**config.mk**
```make
export PLATFORM = sky130hd
export DESIGN_NAME = snake_engine
export DESIGN_NICKNAME = d
export VERILOG_FILES = /design/src/rtl/snake_engine.sv
export SDC_FILE = /design/constraint.sdc
export NUM_CORES = 1
export LEC_CHECK = 0
export ABC_AREA = 1
export CELL_PAD_IN_SITES_DETAIL_PLACEMENT = 1
export CELL_PAD_IN_SITES_GLOBAL_PLACEMENT = 1
export CORE_MARGIN = 8
export CORE_UTILIZATION = 44
export CTS_CLUSTER_SIZE = 10
export DETAILED_ROUTE_END_ITERATION = 7
export PLACE_DENSITY = 0.77
export SYNTH_ARGS = -nofsm -noshare
export SYNTH_HDL_FRONTEND = slang
export SYNTH_SLANG_ARGS = --single-unit
```
**constraint.sdc**
```tcl
create_clock -name clock -period 3.5 [get_ports clock]
set_input_delay 0.525 -clock clock [delete_from_list [all_inputs] [get_ports clock]]
set_output_delay 0.525 -clock clock [all_outputs]
set_load 0.01 [all_outputs]
```
**src/rtl/snake_engine.sv**
```systemverilog
// snake_engine: grid snake game core.
//   A tick counter paces moves (one move every TICK_DIV cycles while running
//   and not paused). Each move steps the head one cell in the current heading,
//   shifts the body and optionally grows. A wall or self collision drops the
//   block into DEAD, which only reset leaves.
// Ports:
//   clock, reset        : single clock, asynchronous active-high reset
//   dir_valid, dir      : direction request (0 up, 1 down, 2 left, 3 right)
//   grow                : pulse, adds one segment on the next move
//   pause               : level, freezes tick counter and body
//   q_x, q_y -> q_hit   : combinational occupancy query of one cell
//   head_x, head_y      : current head cell
//   length, heading     : segment count, direction of travel
//   alive, step         : RUN indicator, one-cycle pulse per completed move
module snake_engine #(
  parameter int GRID_W   = 16,
  parameter int GRID_H   = 4,
  parameter int MAX_LEN  = 8,
  parameter int INIT_LEN = 4,
  parameter int TICK_DIV = 4,
  localparam int XW = $clog2(GRID_W),
  localparam int YW = $clog2(GRID_H),
  localparam int LW = $clog2(MAX_LEN + 1)
) (
  input  logic          clock,
  input  logic          reset,
  input  logic          dir_valid,
  input  logic [1:0]    dir,
  input  logic          grow,
  input  logic          pause,
  input  logic [XW-1:0] q_x,
  input  logic [YW-1:0] q_y,
  output logic          q_hit,
  output logic [XW-1:0] head_x,
  output logic [YW-1:0] head_y,
  output logic [LW-1:0] length,
  output logic [1:0]    heading,
  output logic          alive,
  output logic          step
);

  localparam int TW = (TICK_DIV > 2) ? $clog2(TICK_DIV) : 1;

  localparam logic [0:0] S_RUN  = 1'b0;
  localparam logic [0:0] S_DEAD = 1'b1;

  localparam logic [1:0] D_UP    = 2'd0;
  localparam logic [1:0] D_DOWN  = 2'd1;
  localparam logic [1:0] D_LEFT  = 2'd2;
  localparam logic [1:0] D_RIGHT = 2'd3;

  logic [MAX_LEN-1:0][XW-1:0] seg_x_q, seg_x_d;
  logic [MAX_LEN-1:0][YW-1:0] seg_y_q, seg_y_d;
  logic [LW-1:0]              len_q, len_d;
  logic [1:0]                 hd_q, hd_d;
  logic [1:0]                 pend_q, pend_d;
  logic                       grow_q, grow_d;
  logic [TW-1:0]              tick_q, tick_d;
  logic [0:0]                 state_q, state_d;
  logic                       step_q, step_d;

  // Move datapath
  logic          move;
  logic [1:0]    new_hd;
  logic [XW-1:0] nx;
  logic [YW-1:0] ny;
  logic          wall;
  logic          self_hit;
  logic          grows;

  assign move = (state_q == S_RUN) && !pause && (tick_q == TW'(TICK_DIV - 1));

  // Same-axis directions differ only in bit 0, so XOR == 01 marks a reversal.
  assign new_hd = ((pend_q ^ hd_q) == 2'b01) ? hd_q : pend_q;

  // Length only increases below MAX_LEN; at saturation the tail still leaves.
  assign grows = grow_q && (len_q < LW'(MAX_LEN));

  always_comb begin
    nx   = seg_x_q[0];
    ny   = seg_y_q[0];
    wall = 1'b0;
    case (new_hd)
      D_UP:    if (seg_y_q[0] == '0) wall = 1'b1; else ny = seg_y_q[0] - YW'(1);
      D_DOWN:  if (seg_y_q[0] == YW'(GRID_H - 1)) wall = 1'b1; else ny = seg_y_q[0] + YW'(1);
      D_LEFT:  if (seg_x_q[0] == '0) wall = 1'b1; else nx = seg_x_q[0] - XW'(1);
      default: if (seg_x_q[0] == XW'(GRID_W - 1)) wall = 1'b1; else nx = seg_x_q[0] + XW'(1);
    endcase
  end

  // The tail cell is vacated during this move unless the length grows.
  always_comb begin
    self_hit = 1'b0;
    for (int i = 0; i < MAX_LEN; i++) begin
      if ((LW'(i) < len_q) && (seg_x_q[i] == nx) && (seg_y_q[i] == ny) &&
          !((LW'(i) == len_q - LW'(1)) && !grows))
        self_hit = 1'b1;
    end
  end

  always_comb begin
    seg_x_d = seg_x_q;
    seg_y_d = seg_y_q;
    len_d   = len_q;
    hd_d    = hd_q;
    pend_d  = pend_q;
    grow_d  = grow_q;
    tick_d  = tick_q;
    state_d = state_q;
    step_d  = 1'b0;
    if (state_q == S_RUN) begin
      if (dir_valid) pend_d = dir;
      if (grow)      grow_d = 1'b1;
      if (!pause) begin
        tick_d = move ? '0 : tick_q + TW'(1);
        if (move) begin
          hd_d   = new_hd;
          // A grow pulse landing on the move cycle belongs to the next move.
          grow_d = grow;
          if (wall || self_hit) begin
            state_d = S_DEAD;
          end else begin
            for (int i = MAX_LEN - 1; i > 0; i--) begin
              seg_x_d[i] = seg_x_q[i-1];
              seg_y_d[i] = seg_y_q[i-1];
            end
            seg_x_d[0] = nx;
            seg_y_d[0] = ny;
            if (grows) len_d = len_q + LW'(1);
            step_d = 1'b1;
          end
        end
      end
    end
  end

  always_ff @(posedge clock or posedge reset) begin
    if (reset) begin
      for (int i = 0; i < MAX_LEN; i++) begin
        seg_x_q[i] <= (i < INIT_LEN) ? XW'(INIT_LEN - 1 - i) : '0;
        seg_y_q[i] <= '0;
      end
      len_q   <= LW'(INIT_LEN);
      hd_q    <= D_RIGHT;
      pend_q  <= D_RIGHT;
      grow_q  <= 1'b0;
      tick_q  <= '0;
      state_q <= S_RUN;
      step_q  <= 1'b0;
    end else begin
      seg_x_q <= seg_x_d;
      seg_y_q <= seg_y_d;
      len_q   <= len_d;
      hd_q    <= hd_d;
      pend_q  <= pend_d;
      grow_q  <= grow_d;
      tick_q  <= tick_d;
      state_q <= state_d;
      step_q  <= step_d;
    end
  end

  always_comb begin
    q_hit = 1'b0;
    for (int i = 0; i < MAX_LEN; i++) begin
      if ((LW'(i) < len_q) && (seg_x_q[i] == q_x) && (seg_y_q[i] == q_y))
        q_hit = 1'b1;
    end
  end

  assign head_x  = seg_x_q[0];
  assign head_y  = seg_y_q[0];
  assign length  = len_q;
  assign heading = hd_q;
  assign alive   = (state_q == S_RUN);
  assign step    = step_q;

endmodule
```
==> results_dict.tcl <==
set metrics [dict create \
    cp_max_fo 7 \
    path_class "reg2out" \
    pwr-share-clk_pct 45.7 \
    post_drt_wl_per_cell_um 19.2 \
    place_ws_ps 235 \
    crit_family "buffers and inverters" \
    fin_crit_ps 3340 \
    antennaDiodeCount 0 \
    synth_area_um2 4720 \
    ys.flop_type "dfrtp_1" \
    drive_gt1_share_pct 13.9 \
    ioPinCount 28 \
    worstRegToRegCells 20 \
    start_util_pct 44.3 \
    crit_path_end_kind "primary output" \
    dp.final_hpwl_um 12700 \
    wl_um 16200 \
    start_kind "register" \
    reg2reg_from "head_x[0]$_DFFE_PP1P_" \
    fp.coreArea_um2 10700 \
    synth_top_family_by_area "simple AND/OR/NAND/NOR gates" \
    async_reset_ff_share_pct 100 \
    reg2reg_setup_slack_ps 290 \
    clockBufferDepth 2 \
    die-area_um2 14300 \
    final_common_cell "nand2_1" \
    final_cell_mix "204 x nand2_1, 68 x inv_1, 53 x nand3_1, 52 x nor2_1, 50 x dfrtp_1" \
    nets 721 \
    ant_nets 0 \
    hold_viol 0 \
    grt_max_degree 37 \
    synth.avg_cell_area_um2 7.08 \
    synth_top_area_share_pct 27.6 \
    setup_violations 0 \
    cts.sinks 61 \
    die_w_um 120 \
    worstPathCellList "inv_1 -> ha_1 -> nor2_1 -> nor2_1 -> nor3_2 -> nand4_1 -> o311ai_0 -> a31oi_1 -> nand4_1 -> clkdlybuf4s50_1" \
    synth-seq-cells 61 \
    fmax_ghz 0.300 \
    cp_num_buf_inv 2 \
    max_cap_violations 0 \
    min_to "pend_q[0]$_DFFE_PP1P_" \
    worst_clock_skew_ps 7.96 \
    vias_per_cell 5.49 \
    antenna_found_initial 0 \
    crit_path_top_delay_cell "clkdlybuf4s50_1" \
    overflow 0 \
    synth_area_leaders "dfrtp_1 28%, nand2_1 16%, nand3_1 5.6%" \
    hold_start "pend_q[0]$_DFFE_PP1P_" \
    yosys.area.top_type "dfrtp_1" \
    drtIter0Drc 398 \
    synth_compound_area_share_pct 9.18 \
    ys_types 38 \
    cts_tree "yes" \
    peakVddDrop_v 0.000129 \
    clock_latency_ps 360 \
    pwr-share-comb_pct 5.8 \
    grt_pass1_wl_um 26000 \
    final_core_util_pct 50.5 \
    tightest_slew_ps 679 \
    ys_warn_count 0 \
    cts-buffers-inserted 9 \
    port-buffer-count 27 \
    tns_ps 0 \
    synth-simple-area-share_pct 38.6 \
    netSwitchingFraction_pct 26.3 \
    hold_class "reg2reg" \
    num-fill-cells 1372 \
    arrival_ps 2810 \
    powerDensity_nw_per_um2 271 \
    synth-edff-count 0 \
    syn_to_final_growth_pct 14.1 \
    synthesis.nets 689 \
    switching_power_uw 383 \
    rows 38 \
    power_frac_seq_pct 48.5 \
    leakage_uw 0.00265 \
    internal-power_uw 1070 \
    r2r_end "seg_y_q[15]$_DFFE_PP0P_" \
    yosys.area_share.adder_pct 2.65 \
    clk_pin_slew_ps 80 \
    cts_root_buf "clkbuf_8" \
    grt_pass1_vias 4749 \
    place.gp.congestion 0.898 \
    grt_usage_pct 23.3 \
    ys_seq_area_share_pct 32.6 \
    holdBufCountCts 0 \
    min_path_cells 2 \
    synth_xor_area_share_pct 6.87 \
    crit_required_ps 2970 \
    rsz0062_at_grt "false" \
    firstDrtPassIters 4 \
    synthMuxAreaShare_pct 0.239 \
    slew_violations 0 \
    status "complete, no violations" \
    cts-htree-levels 3 \
    timing.final.crit_share_pct 95.4 \
    vias 4630 \
    drc_errors 0 \
    maxSlewHeadroom_pct 54.6 \
    hold_ws_ps 515 \
    fin_ws_ps 162 \
    die_h_um 120 \
    synthCells 666 \
    critPathMaxStageDelay_ps 510 \
]
## cells by family (layout without fill, tap and decap cells)
logic type,Yosys count,in the layout
AND/OR/NAND/NOR,382,383
buffers and inverters,100,136
AO/OA/AOI/OAI,75,75
flip-flops,61,61
XOR/XNOR,37,37
adder cells (fa/ha/maj),10,10
multiplexers,1,1
## power groups by stage
stage	clock network (uW)	registers, uW	logic [uW]
3_5_place_dp	0	719	85.7
4_1_cts	678	706	86.1
3_3_place_gp	0	719	84.7
2_1_floorplan	0	719	46.1
6_report	665	706	84.5
5_1_grt	707	706	93.2
## worst register-to-register path, cell delays in order (launching register included)
cell	delay [ps]
dfstp_2	590
inv_1	130
ha_1	280
nand2_1	170
nand2_1	100
nand2_1	80
nand2_1	60
nand2_1	180
nand2_1	140
nand2_1	80
nand2_1	110
nand2_1	90
nor2_1	40
nand3_1	70
nand2_1	70
nor2_2	130
nand2_2	160
nor2_8	240
buf_12	220
nand2_1	70
o21ai_0	110
## how the worst max path moves through the flow
stage | from | endpoint | slack [ps] | cells after the start
floorplan | head_x[0]$_DFFE_PP1P_ | seg_x_q[26]$_DFFE_PP0P_ | 920 | 21
global placement | q_y[0] | q_hit | 270 | 8
detailed placement | head_x[1]$_DFFE_PP1P_ | seg_x_q[13]$_DFFE_PP0P_ | 240 | 20
CTS | length[0]$_DFFE_PP0P_ | q_hit | 10 | 10
global route | head_x[0]$_DFFE_PP1P_ | seg_y_q[15]$_DFFE_PP0P_ | 5 | 20
finish | length[0]$_DFFE_PP0P_ | q_hit | 160 | 10
## per-stage QoR
step | std cells | instance area, um2 | total power, uW
CTS | 834 | 5290 | 1470
floorplan | 666 | 4720 | 765
global route | 843 | 5380 | 1510
global placement | 818 | 5090 | 804
finish | 843 | 5380 | 1460
detailed placement | 818 | 5090 | 805
## area by class of cell
class                   instances  area (um2)  share of cell area (%)
multi-input cells             506        2730                    50.8
flip-flops and latches         61        1540                    28.6
inverters                      71         267                    4.95
clock inverters                 7        75.1                    1.40
repair buffers                 49         464                    8.63
clock buffers                   9         124                    2.30
well taps                     140         175                    3.26
## sequential cells by signal, summed over array words and instances (netlist names)
register and flops:
state_q 1, step 1, tick_q 2, seg_x_q 28
head_y 2, pend_q 2, grow_q 1, length 4
seg_y_q 14, heading 2, head_x 4
## metal layers
| metal | global-route usage, % | share of wire [%] |
|---|---|---|
| met5 | 0 | 0 |
| met4 | 7.73 | 2.0 |
| met3 | 4.13 | 4.3 |
| met2 | 37.9 | 49 |
| met1 | 30.7 | 45 |
## repair_timing
item                       4_1_cts  5_1_grt
gates resized for setup          0        5
setup buffers                    0        8
setup endpoints to repair        0       36
## synth_stat cells (all sizes together), types with 4 or more instances
cell type,number
nand4,27
o21ai,53
dfstp,9
inv,71
clkbuf,6
nand3,70
o22ai,4
xnor2,20
nand2,219
nor4,5
ha,10
nor2,55
nor3,5
xor2,17
a21oi,9
buf,23
dfrtp,52
Power figures use the tool's default switching activity.
